## src/rtl/game_state_keeper.sv

```systemverilog
// Score, lives and IDLE/PLAY/HIT/OVER state machine downstream of the collision controller.
// Optional feature macro EXTRA_LIFE_EN: award one life per thousands crossing of the score.
module game_state_keeper #(
    parameter int unsigned INIT_LIVES    = 3,
    parameter int unsigned MAX_LIVES     = 7,
    parameter logic [7:0]  HART_POINTS   = 8'h10,
    parameter int unsigned INVULN_FRAMES = 60
) (
    input  logic        clk,
    input  logic        resetN,
    input  logic        startOfFrame,
    input  logic        start_game,
    input  logic        SingleHitPulse,
    input  logic        collision,
    input  logic        collision_Smiley_Hart,
    output logic [15:0] score_bcd,
    output logic [2:0]  lives,
    output logic        playing,
    output logic        invulnerable,
    output logic        blink,
    output logic        life_lost_pulse,
    output logic        game_over,
    output logic [1:0]  state_dbg
);
    localparam logic [2:0] INIT_L = (INIT_LIVES > MAX_LIVES) ? 3'(MAX_LIVES) : 3'(INIT_LIVES);
    localparam logic [7:0] INV_L  = 8'(INVULN_FRAMES);
`ifdef EXTRA_LIFE_EN
    localparam logic [2:0] MAX_L  = 3'(MAX_LIVES);
`endif

    typedef enum logic [1:0] {IDLE, PLAY, HIT, OVER} state_t;

    state_t      state, state_nx;
    logic [15:0] score_nx;
    logic [2:0]  lives_nx;
    logic [7:0]  inv_cnt, inv_cnt_nx;
    logic [2:0]  frame_cnt, frame_cnt_nx;
    logic        dmg_flag, dmg_flag_nx;
    logic        damage, bonus, deduct;
    logic [15:0] bcd_sum;
    logic        bcd_ovf;
`ifdef EXTRA_LIFE_EN
    logic        thou_carry;
`endif

    assign damage    = collision & ~collision_Smiley_Hart;
    assign bonus     = SingleHitPulse;
    assign deduct    = (state == PLAY) && damage && !dmg_flag;
    assign state_dbg = state;

    // Digit-serial BCD add of the two-digit point value; carry out of the top digit means saturate.
    always_comb begin : bcd_add
        logic [15:0] addend;
        logic [4:0]  digit;
        logic        carry;
        addend  = {8'h00, HART_POINTS};
        carry   = 1'b0;
        digit   = '0;
        bcd_sum = '0;
`ifdef EXTRA_LIFE_EN
        thou_carry = 1'b0;
`endif
        for (int i = 0; i < 4; i++) begin
`ifdef EXTRA_LIFE_EN
            if (i == 3) thou_carry = carry;
`endif
            digit = {1'b0, score_bcd[4*i +: 4]} + {1'b0, addend[4*i +: 4]} + {4'b0000, carry};
            carry = (digit > 5'd9);
            if (carry) digit = digit - 5'd10;
            bcd_sum[4*i +: 4] = digit[3:0];
        end
        bcd_ovf = carry;
    end

    always_comb begin
        state_nx     = state;
        score_nx     = score_bcd;
        lives_nx     = lives;
        inv_cnt_nx   = inv_cnt;
        frame_cnt_nx = frame_cnt;
        dmg_flag_nx  = dmg_flag;
        if (startOfFrame) begin
            frame_cnt_nx = frame_cnt + 3'd1;
            dmg_flag_nx  = 1'b0;
        end
        case (state)
            IDLE, OVER: begin
                if (start_game) begin
                    state_nx = PLAY;
                    score_nx = '0;
                    lives_nx = INIT_L;
                end
            end
            PLAY, HIT: begin
                if (bonus) score_nx = bcd_ovf ? 16'h9999 : bcd_sum;
                if (deduct) lives_nx = lives - 3'd1;
`ifdef EXTRA_LIFE_EN
                // Deduct first, then award, so a coincident pair nets to no change even at the cap.
                if (bonus && thou_carry && !bcd_ovf && (lives_nx < MAX_L)) lives_nx = lives_nx + 3'd1;
`endif
                if (deduct) begin
                    dmg_flag_nx = 1'b1;
                    if (lives_nx == 3'd0) begin
                        state_nx = OVER;
                    end else begin
                        state_nx     = HIT;
                        inv_cnt_nx   = INV_L;
                        frame_cnt_nx = 3'd0;
                    end
                end else if (state == HIT && startOfFrame) begin
                    inv_cnt_nx = inv_cnt - 8'd1;
                    if (inv_cnt == 8'd1) state_nx = PLAY;
                end
            end
            default: state_nx = IDLE;
        endcase
    end

    always_ff @(posedge clk) begin
        if (resetN) begin
            state           <= IDLE;
            score_bcd       <= '0;
            lives           <= INIT_L;
            inv_cnt         <= '0;
            frame_cnt       <= '0;
            dmg_flag        <= 1'b0;
            playing         <= 1'b0;
            invulnerable    <= 1'b0;
            blink           <= 1'b0;
            life_lost_pulse <= 1'b0;
            game_over       <= 1'b0;
        end else begin
            state           <= state_nx;
            score_bcd       <= score_nx;
            lives           <= lives_nx;
            inv_cnt         <= inv_cnt_nx;
            frame_cnt       <= frame_cnt_nx;
            dmg_flag        <= dmg_flag_nx;
            playing         <= (state_nx == PLAY) || (state_nx == HIT);
            invulnerable    <= (state_nx == HIT);
            blink           <= (state_nx == HIT) && frame_cnt_nx[2];
            life_lost_pulse <= deduct;
            game_over       <= (state_nx == OVER);
        end
    end
endmodule

```

## config.mk

```make
export PLATFORM = sky130hd
export DESIGN_NAME = game_state_keeper
export DESIGN_NICKNAME = d
export VERILOG_FILES = /design/src/rtl/game_state_keeper.sv
export SDC_FILE = /design/constraint.sdc
export NUM_CORES = 1
export LEC_CHECK = 0
export ABC_CLOCK_PERIOD_IN_PS = 5910
export CAP_MARGIN = 5
export CORE_MARGIN = 2
export CORE_UTILIZATION = 54
export CTS_CLUSTER_DIAMETER = 120
export CTS_CLUSTER_SIZE = 28
export DETAILED_ROUTE_END_ITERATION = 8
export PLACE_DENSITY = 0.89
export SYNTH_ARGS = -nofsm -noshare
export SYNTH_HDL_FRONTEND = slang
export SYNTH_SLANG_ARGS = --single-unit
```

## constraint.sdc

```tcl
create_clock -name clk -period 5.91 [get_ports clk]
set_clock_uncertainty 0.2 [all_clocks]
set_input_delay 1.182 -clock clk [delete_from_list [all_inputs] [get_ports clk]]
set_output_delay 1.182 -clock clk [all_outputs]
set_load 0.005 [all_outputs]
```

## After elaboration in Yosys (flattened, before gate mapping)

Index checks and enable logic that the tools add are counted.

| word-level totals | value |
|---|---|
| register bits | 38 |
| word-level logic and storage cells | 80 |

| operators by class | value |
|---|---|
| $add $sub $neg | 10 |
| $lt $le $gt $ge | 4 |
| equality and inequality tests | 11 |
| multiplexer cells | 27 |
| bitwise logic cells | 2 |
| reduce and logical (&&, ||, !) cells | 14 |

Operators with widths:

| cell | count |
|---|---|
| 16-bit 2-to-1 mux | 3 |
| 16-bit case mux with 2 select lines | 1 |
| 8-bit 2-to-1 mux | 3 |
| 3-bit 2-to-1 mux | 7 |
| 5-bit by 4-bit > comparator with 1-bit output, second input constant | 3 |
| 4-bit 2-to-1 mux | 3 |
| 4-bit subtractor, second input constant | 3 |
| 4-bit by 1-bit adder with 5-bit output | 2 |
| 2-bit equality test, second input constant | 4 |
| 8-bit by 1-bit equality test with 1-bit output, second input constant | 1 |
| 2-bit 2-to-1 mux | 4 |
| 8-bit by 1-bit subtractor with 8-bit output, second input constant | 1 |
| 2-bit != test, second input constant | 3 |
| 3-bit case mux with 2 select lines | 1 |
| 3-bit AND reduction | 2 |
| 4-bit by 1-bit adder with 5-bit output, second input constant | 1 |
| 5-bit by 1-bit adder with 5-bit output | 1 |
| 2-bit by 1-bit equality test with 1-bit output, second input constant | 2 |
| 4-bit > comparator, second input constant | 1 |
| 1-bit logical AND | 4 |
| 1-bit 2-to-1 mux | 4 |
| 2-bit case mux with 2 select lines | 1 |
| 2-bit OR reduction | 2 |
| 3-bit by 1-bit adder with 3-bit output, second input constant | 1 |
| other kinds (10) | 10 |

## Longest topological paths before layout

| depth | value |
|---|---|
| depth after elaboration | 12 |
| depth in mapped cells | 21 |
| mapped depth without buffers | 19 |

## Worst setup path before layout

No wires, ideal clock.

| path | value |
|---|---|
| path type | flip-flop to flip-flop |
| start point | reg score_bcd[1] |
| end point | reg score_bcd[3] |
| arrival | 4010 ps |
| setup slack | 1614 ps |
| cell stages (with the launch flop) | 21 |
| path buffers | 2 |
| period minus slack after synthesis | 4296 ps |
| cells stage by stage | dfxtp_1 -> o21ai_1 -> ha_1 -> inv_1 -> ha_1 -> nor2_1 -> a21oi_1 -> a2bb2oi_1 -> ha_1 -> ha_1 -> clkbuf_1 -> a31oi_1 -> o22a_1 -> ha_1 -> ha_1 -> o21a_1 -> nor2_1 -> or3_1 -> buf_6 -> a21o_1 -> a221oi_2 |

| between the ends | value |
|---|---|
| word-level cells in the longest chain between the ends | 10 |
| elaborated cells on any way between the ends | 14 |
| classes of those cells | add/sub: 4; order compare: 4; eq/ne: 1; mux: 4; reduce/logical: 1 |

RTL lines:

| item | RTL line | text |
|---|---|---|
| start: declaration | 16 | `output logic [15:0] score_bcd,` |
| start signal: assignment | 134 | `score_bcd <= score_nx;` |
| 4-bit > comparator | 68 | `carry = (digit > 5'd9);` |
| 5-bit by 1-bit adder with 5-bit output | 67 | `digit = {1'b0, score_bcd[4*i +: 4]} + {1'b0, addend[4*i +: 4]} + {4'b0000, carry};` |
| 5-bit by 4-bit > comparator with 1-bit output | 68 |  |
| 4-bit by 1-bit adder with 5-bit output | 67 |  |
| 5-bit by 4-bit > comparator with 1-bit output | 68 |  |
| 4-bit by 1-bit adder with 5-bit output | 67 |  |
| 5-bit by 4-bit > comparator with 1-bit output | 68 |  |
| 16-bit 2-to-1 mux (2 in a row) | 95 | `if (bonus) score_nx = bcd_ovf ? 16'h9999 : bcd_sum;` |
| 16-bit case mux with 2 select lines | 86 | `case (state)` |

Several ways; a longest one is shown, not always the timed one. The select of a mux whose other input is x is not followed.
A chain may end at the register's enable or synchronous reset.

## Worst setup path after layout

Same ends and word-level chain as after synthesis.

==> key figures <==
Synthesis
  • Syn nets: 306
  • Syn Inst Count: 282
  • Yosys warns: 0
  • Synth top area share: 32.9%
  • Number of synthesized flops with an enable pin: 0
  • Ys async rst share: 0%
  • Netlist cell types: 56
  • Syn_area_per_cell: 8.20 µm²
  • Synthesized cell area: 2310 µm²
  • Synth Register Bits: 38
  • Compound-gate portion of the synthesized area: 23.3%
  • Post-synthesis mux area share: 0.919%
  • Post-synthesis simple-gate area fraction: 23.5%
  • Primary FF master, synth: dfxtp_1
  • XOR/XNOR share of the synthesized area: 5.25%
  • Area leader, netlist: dfxtp_1
  • Largest family of logic cells by synthesized area: simple AND/OR/NAND/NOR gates
  • Adder-cell share of the synthesized area: 9.19%
  • Seq/Total Area, Yosys: 32.9%
  • Top cells by area, synth: dfxtp_1 (33%), ha_1 (9.2%), a21oi_1 (5.2%), nor2_1 (4.7%), nand2_1 (4.4%)

Critical path
  • Critical path type: flip-flop to flip-flop
  • WP buf/inv: 2
  • CP peak stage delay: 540 ps
  • Worst path most repeated cell: ha_1
  • Critical path required time: 5910 ps
  • Slowest stage cell on the critical path: or3_1
  • CP arrival: 4820 ps
  • Critical path's top delay family: adder cells
  • Worst Path Max Fanout: 11
  • Worst setup SP type: flip-flop
  • Worst Setup End Kind: flip-flop
  • Cell Chain, Critical Path: o21ai_1 > ha_1 > inv_1 > ha_1 > nor2_1 > a21oi_1 > a2bb2oi_1 > ha_1 > ha_1 > inv_1 > a31oi_1 > o22a_1 > ha_1 > ha_1 > nand2b_1 > nor2_1 > or3_1 > a21o_1 > a221oi_2

GRT
  • Largest net degree at the start of global routing: 25
  • GRT Overall Usage: 22.6%
  • Initial antenna violation count: 0
  • Vias in the first global route: 1965
  • First-pass GRT wire length: 8920 µm
  • Total global routing overflow: 0

Floorplan
  • Die Wd: 69.5 µm
  • Die span in y: 69.5 µm
  • Core Region: 4060 µm²
  • Die area: 4820 µm²
  • Starting density of the core: 57.0%
  • Row cnt: 23
  • Io pins: 33

Cells and area
  • Most common cell after layout, fill and taps aside: dfxtp_1
  • Final instance area: 2730 µm²
  • Area delta synth->final: 18.1%
  • Filler Cell Count: 317
  • Net count, final: 332
  • Area of the multi-input gates: 1440 µm²
  • ANT cells: 0
  • Register Area: 761 µm²
  • Leading cell types in the layout, fill and taps excluded: dfxtp_1 (38), clkdlybuf4s50_1 (32), nor2_1 (29), nand2_1 (27), a21oi_1 (24)
  • Share of cells above drive strength 1: 6.80%

Power and ir drop
  • Clock power frac: 36.0%
  • Total internal power: 0.000382 W
  • Sw Ratio: 26.0%
  • Part of the power in registers: 51.8%
  • Power Density: 189 nW/µm²
  • Logic gate share of total power: 12.2%
  • Switch Pwr: 0.000134 W
  • Peak supply drop: 138 µV
  • P_leak: 1.02 nW

Timing
  • RSZ-0062 raised after global routing: false
  • Setup tns final: 0 ps
  • Final slew viol count: 0
  • Finish-stage setup viols: 0
  • Slew HR: 38.7%
  • Fmax: 208 MHz
  • Crit share post-route: 81.5%
  • Final min period: 4820 ps
  • Final Hold Viols: 0
  • Slew @ Worst Pin: 917 ps

Detailed routing
  • Vias: 2059
  • Post-Route WL: 5000 µm
  • Avg WL per Cell: 13.9 µm
  • Drt first pass iters: 4
  • Drt initial violations: 240
  • DR DRC count: 0
  • Post-DR vias/cell: 5.74
  • Routed Antenna Nets: 0

Clock network
  • CTS Buf Count: 5
  • CTS H-tree depth: 2
  • Setup bufs post-CTS: 0
  • Clock-pin slew of the registers on the worst-case setup and hold paths: 70 ps
  • Clk buf depth: 2
  • CTS Hold Bufs: 0
  • CTS tree: built
  • Root Buffer: clkbuf_8
  • Clock Latency Late Sink: 300 ps
  • Clock Sinks: 38
  • Resized Gates After CTS: 0

Min path
  • Hold WC Path Type: flip-flop to flip-flop

Run
  • Max-cap check violation count: 0

Placement
  • Number of port buffers: 32
  • Placed cell areas: 2640 µm²
  • Gpl congestion: 0.831
  • HPWL Detailed: 3690 µm

Run status
  • Status: complete, no violations
==> layer usage <==
metal / GRT usage [%] / routed length [µm]
met5: 0 / 0
met4: 8.93 / 87
met3: 5.52 / 209
met2: 37.0 / 2470
met1: 28.6 / 2230
==> registers in the layout, indices dropped and copies added, names as in the netlist <==
register and count:
blink 1, dmg_flag 1, frame_cnt 3, game_over 1, inv_cnt 8, invulnerable 1, life_lost_pulse 1, lives 3
playing 1, score_bcd 16, state_dbg 2
==> layout make-up <==
class | instances | share of cell area, %
clock buffers | 6 | 3.02
well taps | 50 | 2.29
multi-input cells | 216 | 52.6
clock inverters | 2 | 0.458
inverters | 15 | 2.06
repair buffers | 32 | 11.7
flip-flops and latches | 38 | 27.8
==> per-stage QoR <==
step / utilization (%) / setup slack, ps / power, W / instances / hold WS [ps]
CTS: 67.3 / 1130 / 0.000521 / 359 / 292
global placement: 65.0 / 1390 / 0.000334 / 351 / 245
global route: 67.3 / 748 / 0.000542 / 359 / 312
detailed placement: 65.0 / 1160 / 0.000336 / 351 / 280
floorplan: - / 1610 / 0.000316 / 282 / 254
finish: 67.3 / 1090 / 0.000517 / 359 / 291
==> cells in the mapped netlist, drive strengths merged (2+ instances only) <==
library cell	count
nand3b	3
xor2	2
nor2	30
dfxtp	38
a31oi	6
nor3	12
a21oi	24
o211ai	3
a22o	6
o21ai	17
nand2b	9
ha	17
inv	15
buf	2
nor3b	4
or3	2
o21a	2
clkbuf	11
nand2	27
nor2b	3
a211o	3
nand3	6
xnor2	11
a211oi	4
==> power groups by stage <==
stage          clock, W  sequential (W)  combinational [W]
5_1_grt        0.000203        0.000268          0.0000712
3_3_place_gp          0        0.000273          0.0000612
3_5_place_dp          0        0.000273          0.0000626
4_1_cts        0.000191        0.000268          0.0000630
2_1_floorplan         0        0.000273          0.0000435
6_report       0.000186        0.000268          0.0000631
==> logic make-up (layout without fill, tap and decap cells) <==
family,count (synthesis),count (layout)
xor gates and xnor gates,13,13
and+or+nand+nor,105,105
adders and majority gates,17,17
DFF,38,38
AOI/OAI and AO/OA,79,79
buffers and inverters,28,55
muxes,2,2
==> path summary, 6_finish.rpt <==
path	from	end	cells past startpoint	slack [ps]
min	dmg_flag	dmg_flag	2	290
max reg2reg	score_bcd[1]	score_bcd[3]	19	1090
max	score_bcd[1]	score_bcd[3]	19	1090
min reg2reg	dmg_flag	dmg_flag	2	290
==> worst register-to-register path, stage by stage, from the launching register on <==
cell       delay (ps)
dfxtp_1           350
o21ai_1           350
ha_1              240
inv_1              60
ha_1              370
nor2_1            170
a21oi_1            60
a2bb2oi_1         150
ha_1              210
ha_1              400
inv_1             120
a31oi_1           210
o22a_1            170
ha_1              210
ha_1              250
nand2b_1          150
nor2_1             50
or3_1             540
a21o_1            250
a221oi_2          210
Note: power is estimated with default switching activity, not from simulation.
